File: src/rtl/regbank32_if.sv
// rtl/regbank32_if.sv - write/read/dump-port bundle of the MIPS register bank
interface regbank32_if #(
  parameter int WIDTH = 32
);
  logic             we;
  logic [4:0]       wa;
  logic [WIDTH-1:0] wd;
  logic [4:0]       ra1;
  logic [4:0]       ra2;
  logic [WIDTH-1:0] rd1;
  logic [WIDTH-1:0] rd2;
  logic             dump_start;
  logic             dump_valid;
  logic             dump_ready;
  logic [4:0]       dump_idx;
  logic [WIDTH-1:0] dump_data;
  logic             dump_busy;
  logic             dump_done;

  modport master (
    output we, wa, wd, ra1, ra2, dump_start, dump_ready,
    input  rd1, rd2, dump_valid, dump_idx, dump_data, dump_busy, dump_done
  );

  modport slave (
    input  we, wa, wd, ra1, ra2, dump_start, dump_ready,
    output rd1, rd2, dump_valid, dump_idx, dump_data, dump_busy, dump_done
  );
endinterface

File: src/rtl/regbank32.sv
// rtl/regbank32.sv - 32xWIDTH register bank, 2 comb read ports, handshaked dump port
module regbank32 #(
  parameter int WIDTH  = 32,
  parameter bit BYPASS = 1'b1
) (
  input  logic        clk,
  input  logic        rst_n,
  regbank32_if.slave  bus
);

  typedef enum logic [1:0] {IDLE, SEND, DONE} state_t;

  state_t           state;
  state_t           state_next;
  logic [WIDTH-1:0] regs [32];
  logic [4:0]       idx_next;
  logic             accept;

  // r0 is reset like the others and never written, so it always reads zero
  always_ff @(posedge clk or negedge rst_n) begin
    if (!rst_n) begin
      for (int i = 0; i < 32; i++) regs[i] <= '0;
    end else if (bus.we && bus.wa != 5'd0) begin
      regs[bus.wa] <= bus.wd;
    end
  end

  always_comb begin
    bus.rd1 = regs[bus.ra1];
    if (BYPASS && bus.we && bus.wa == bus.ra1) bus.rd1 = bus.wd;
    if (bus.ra1 == 5'd0) bus.rd1 = '0;
  end

  always_comb begin
    bus.rd2 = regs[bus.ra2];
    if (BYPASS && bus.we && bus.wa == bus.ra2) bus.rd2 = bus.wd;
    if (bus.ra2 == 5'd0) bus.rd2 = '0;
  end

  assign accept   = (state == SEND) && bus.dump_ready;
  assign idx_next = bus.dump_idx + 5'd1;

  always_ff @(posedge clk or negedge rst_n) begin
    if (!rst_n) state <= IDLE;
    else        state <= state_next;
  end

  always_comb begin
    state_next = state;
    case (state)
      IDLE:    if (bus.dump_start) state_next = SEND;
      SEND:    if (accept && bus.dump_idx == 5'd31) state_next = DONE;
      DONE:    state_next = IDLE;
      default: state_next = IDLE;
    endcase
  end

  // Beat snapshot: data is loaded only on start or accept, so it holds under backpressure
  always_ff @(posedge clk or negedge rst_n) begin
    if (!rst_n) begin
      bus.dump_idx  <= 5'd0;
      bus.dump_data <= '0;
    end else if (state == IDLE && bus.dump_start) begin
      bus.dump_idx  <= 5'd0;
      bus.dump_data <= '0;
    end else if (accept && bus.dump_idx != 5'd31) begin
      bus.dump_idx  <= idx_next;
      bus.dump_data <= regs[idx_next];
    end
  end

  assign bus.dump_valid = (state == SEND);
  assign bus.dump_busy  = (state == SEND);
  assign bus.dump_done  = (state == DONE);

endmodule

File: src/flat_wrapper.sv
// flat-port wrapper written by rule: the top's interface ports become plain ports
module regbank32_flat 
#(
  parameter int WIDTH  = 32,
  parameter bit BYPASS = 1'b1
)
  (clk, rst_n, bus_we, bus_wa, bus_wd, bus_ra1, bus_ra2, bus_dump_start, bus_dump_ready, bus_rd1, bus_rd2, bus_dump_valid, bus_dump_idx, bus_dump_data, bus_dump_busy, bus_dump_done);
  regbank32_if #(.WIDTH(WIDTH)) bus_i ();
  input  logic clk;
  input  logic rst_n;
  input wire logic [$bits(bus_i.we)-1:0] bus_we;
  input wire logic [$bits(bus_i.wa)-1:0] bus_wa;
  input wire logic [$bits(bus_i.wd)-1:0] bus_wd;
  input wire logic [$bits(bus_i.ra1)-1:0] bus_ra1;
  input wire logic [$bits(bus_i.ra2)-1:0] bus_ra2;
  input wire logic [$bits(bus_i.dump_start)-1:0] bus_dump_start;
  input wire logic [$bits(bus_i.dump_ready)-1:0] bus_dump_ready;
  output wire logic [$bits(bus_i.rd1)-1:0] bus_rd1;
  output wire logic [$bits(bus_i.rd2)-1:0] bus_rd2;
  output wire logic [$bits(bus_i.dump_valid)-1:0] bus_dump_valid;
  output wire logic [$bits(bus_i.dump_idx)-1:0] bus_dump_idx;
  output wire logic [$bits(bus_i.dump_data)-1:0] bus_dump_data;
  output wire logic [$bits(bus_i.dump_busy)-1:0] bus_dump_busy;
  output wire logic [$bits(bus_i.dump_done)-1:0] bus_dump_done;
  assign bus_i.we = bus_we;
  assign bus_i.wa = bus_wa;
  assign bus_i.wd = bus_wd;
  assign bus_i.ra1 = bus_ra1;
  assign bus_i.ra2 = bus_ra2;
  assign bus_i.dump_start = bus_dump_start;
  assign bus_i.dump_ready = bus_dump_ready;
  assign bus_rd1 = bus_i.rd1;
  assign bus_rd2 = bus_i.rd2;
  assign bus_dump_valid = bus_i.dump_valid;
  assign bus_dump_idx = bus_i.dump_idx;
  assign bus_dump_data = bus_i.dump_data;
  assign bus_dump_busy = bus_i.dump_busy;
  assign bus_dump_done = bus_i.dump_done;
  regbank32 #(.WIDTH(WIDTH), .BYPASS(BYPASS)) u_core (.clk(clk), .rst_n(rst_n), .bus(bus_i));
endmodule
File: config.mk
export PLATFORM = sky130hd
export DESIGN_NAME = regbank32_flat
export DESIGN_NICKNAME = d
export VERILOG_FILES = /design/src/rtl/regbank32_if.sv /design/src/rtl/regbank32.sv /design/src/flat_wrapper.sv
export SDC_FILE = /design/constraint.sdc
export NUM_CORES = 2
export LEC_CHECK = 0
export BUFFER_PORTS_ARGS = -buffer_cell sky130_fd_sc_hd__buf_2
export CORE_ASPECT_RATIO = 0.9
export CORE_UTILIZATION = 24
export CTS_BUF_LIST = sky130_fd_sc_hd__clkbuf_16
export CTS_CLUSTER_SIZE = 24
export DETAILED_ROUTE_END_ITERATION = 6
export PLACE_DENSITY_LB_ADDON = 0.08
export REMOVE_ABC_BUFFERS = 1
export SLEW_MARGIN = 25
export SYNTH_ARGS = -nofsm -noshare
export SYNTH_HDL_FRONTEND = slang
export SYNTH_SLANG_ARGS = --single-unit
File: constraint.sdc
create_clock -name clk -period 3.3 [get_ports clk]
set_input_delay 0.165 -clock clk [delete_from_list [all_inputs] [get_ports clk]]
set_output_delay 0.165 -clock clk [all_outputs]
set_load 0.05 [all_outputs]
==> reports/qor.csv <==
stage,metric,value,unit
global_route,total gr overflow,0,
logic_synthesis,Synth Register Bits,1063,
floorplan,initial core utilization,0.242,
drt,# DRC,2,
clock_tree,clock-pin slew on the worst setup and hold paths,0.06,ns
sta,headroom to the max-slew limit,0.227,
logic_synthesis,"EDFF count, synth",0,
logic_synthesis,Post-Synth XOR/XNOR Area,0.00206,
floorplan,FP Rows,179,
floorplan,DIE HEIGHT,493,um
layout,multi-input logic area,0.0358,mm2
placed_design,DP HPWL,191000,um
run_status,outcome,finished with violations,
logic_synthesis,Synth Area in Simple Gates,0.0275,
sta,final hold violation count,0,
critical_path,crit path max-delay cell type,nor4_1,
critical_path,FF-to-FF End,u_core.bus.dump_data[7],
layout,synthesis-to-finish area growth,18.8,%
critical_path,"Max FO, Critical Path",4,
pwr,Clock Power Share,0.281,
global_route,busiest grt layer,met2,
logic_synthesis,"count leader, synth",dfrtp_1,
critical_path,critical path's largest stage delay,0.52,ns
clock_tree,Root Driver,clkbuf_16,
logic_synthesis,predominant post-synthesis flop cell,dfrtp_1,
critical_path,worst r2r src,u_core.bus.dump_idx[0],
layout,share of layout cells above drive strength 1,0.515,
clock_tree,CTS sink count,1063,
sta,fmax,313,MHz
drt,initial detailed-routing violation count,3866,
layout,Fillers,26700,
clock_tree,CTS max path bufs,4,
logic_synthesis,Syn Inst Count,4404,
floorplan,Ports,156,
critical_path,Critical Setup Path Class,flip-flop to output port,
layout,final cell count without fillers,8174,
global_route,gr usage total,0.229,
flow_run,Max-cap violations,0,
critical_path,CP endpoint,bus_rd1[15],
logic_synthesis,post-synthesis adder-cell area fraction,0.000389,
pwr,switching share of total power,0.358,
sta,RSZ-0062 raised after global routing,no,
critical_path,cell chain of the critical path,"mux2i_1, a221oi_1, a22oi_1, nor4_1, a211o_1, buf_2",
logic_synthesis,post-synthesis mux area share,0.468,
logic_synthesis,unique cell type count in the Yosys netlist,56,
global_route,met2 usage,0.359,
global_route,first-pass GRT wire length,427000,um
global_route,M1 GR Usage,0.333,
critical_path,R2R depth,7,
sta,minimum clock period,3.20,ns
drt,Post-DRT Antenna Nets,0,
layout,Final nets,4594,
drt,DR WL/cell,38.1,um
sta,max-slew violations,0,
logic_synthesis,syn_area_per_cell,14.6,um2
clock_tree,htree depth,4,
pwr,LEAKAGE,31.8,nW
placed_design,Final GP Congestion,0.776,
min_path,Min-Delay Path Class,input pin to flip-flop,
pwr,sequential power share,0.337,
drt,via count,45100,
pwr,PwrDens,709,mW/mm2
critical_path,CP Data Required Time,3.13,ns
placed_design,I/O Buffers,155,
logic_synthesis,post-synthesis async set-or-reset flop share,1.00,
layout,Storage cell area,0.0266,mm2
critical_path,CP startpoint kind,flip-flop,
logic_synthesis,synth warn,0,
pwr,Cell Int Power,34.8,mW
global_route,GRT met3 Usage,0.0337,
critical_path,Crit. End Element,output port,
drt,vias per cell,5.52,
floorplan,Core ar.,0.265,mm2
logic_synthesis,Synth top cells by count,"dfrtp_1 (1,063), mux2_2 (949), mux4_2 (713)",
logic_synthesis,Yosys top cell area share,0.413,
floorplan,die width,548,um
drt,drt total wl,311000,um
drt,TritonRoute pass-1 iters,7,
floorplan,Die Area,0.270,mm2
pwr,P_sw,19.4,mW
sta,final count of negative-setup-slack endpoints,0,
clock_tree,Skew-Pair Late Insertion Delay,0.82,ns
sta,final worst setup slack,0.103,ns
global_route,largest net degree at the start of global routing,121,
logic_synthesis,ranking of synthesized cells by area,"dfrtp_1 (41%), mux4_2 (25%), mux2_2 (17%)",
pwr,combinational share of power,0.381,
global_route,initial antenna violation count,21,
logic_synthesis,register area share after synthesis,0.413,
clock_tree,CTS tree,yes,
critical_path,CP startpoint,u_core.regs[943],
critical_path,Critical Path AT,3.03,ns
logic_synthesis,synthesized area,0.0644,mm2
sta,Total Neg Setup Slack,0,ns
run_status,failing checks,design-rule violations,
clock_tree,CTS Buf Count,150,
sta,fin crit share,0.969,
sta,slew of the pin with the lowest slew margin,1.16,ns
logic_synthesis,main combinational cell family by area after synthesis,multiplexers,
placed_design,Placement Setup Slack,0.181,ns
sta,Setup Skew,0.0597,ns
global_route,vias in the first global route,46400,
placed_design,DP Cell Count,7888,
pwr,worst ir drop on vdd,0.000402,V
logic_synthesis,Synth Area in Compound Gates,0.0515,
logic_synthesis,Synth area leader,dfrtp_1,
critical_path,flop2flop setup slack,0.24,ns
## cell usage in the layout, fill, tap and decap left out, types with 111 or more instances in the layout
cell type / n
buf_4: 221
mux2i_1: 210
mux2_2: 949
buf_12: 133
a22oi_1: 200
dfrtp_1: 1062
mux4_2: 713
buf_2: 111
mux2_1: 112
clkbuf_16: 153
## metal layers
layer	part of all wire	vias up
li1	-	17800
met1	0.47	25400
met2	0.46	1546
met3	0.049	315
met4	0.021	2
met5	0.000042	-
## through the flow
stage          cell area [um2]  power [mW]  hold WS, ns  utilization
2_1_floorplan            62000        28.7       -0.131            -
3_3_place_gp             71800        39.2       0.0911        0.270
3_5_place_dp             71800        39.3       0.0930        0.270
4_1_cts                  76500        54.9      0.00197        0.288
5_1_grt                  76500        56.7       0.0588        0.288
6_report                 76500        54.2       0.0573        0.288
## area by class of cell
cell class,instances,share of cell area
diodes,6,0.000196
clock buffers,153,0.0501
clock inverters,98,0.00725
inverters,7,0.000344
multi-input cells,2819,0.468
flip-flops and latches,1063,0.348
well taps,3529,0.0577
repair buffers,499,0.0686
## flip-flops by register name, summed over array words and instances, names as in the netlist
signal and flops:
u_core.regs 1024, u_core.bus.dump_data 32, u_core.bus.dump_idx 5, u_core.state 2
## worst max-delay path: cells and delay by family (launching register included)
| family | cells | cell delay, ns |
|---|---|---|
| AO/OA/AOI/OAI | 3 | 0.86 |
| buffers and inverters | 1 | 0.32 |
| flip-flops | 1 | 0.40 |
| multiplexers | 1 | 0.10 |
| AND/OR/NAND/NOR | 1 | 0.52 |
## power by group through the flow
stage	clock network, mW	logic (mW)	registers, mW
5_1_grt	16.2	21.8	18.7
2_1_floorplan	0	10.7	18.0
3_5_place_dp	0	20.8	18.4
6_report	15.3	20.7	18.3
3_3_place_gp	0	20.8	18.4
4_1_cts	15.7	20.9	18.2
## cells by family after synthesis
logic type                 after synthesis
buffers and inverters                  522
xor gates and xnor gates                13
AOI/OAI and AO/OA                      452
muxes                                 1984
and+or+nand+nor                        368
DFF                                   1063
adders and majority gates                2
## how the worst min path moves through the flow
stage,start,end,slack [ns],depth (start not counted)
after global routing,bus_wd[9],u_core.regs[969],0.06,2
after detailed placement,rst_n,u_core.regs[731],0.09,1
after floorplan,rst_n,u_core.bus.dump_data[0],-0.13,0
after global placement,rst_n,u_core.regs[731],0.09,1
final,bus_wd[30],u_core.regs[542],0.06,2
after CTS,bus_wd[9],u_core.regs[937],0.002,2
## repair_timing
action | in CTS | in global routing
hold buffers | 29 | 0
gates resized for setup | 0 | 0
buffers inserted | 0 | 0
hold endpoints to repair | 1194 | 0
Power figures use the tool's default switching activity.
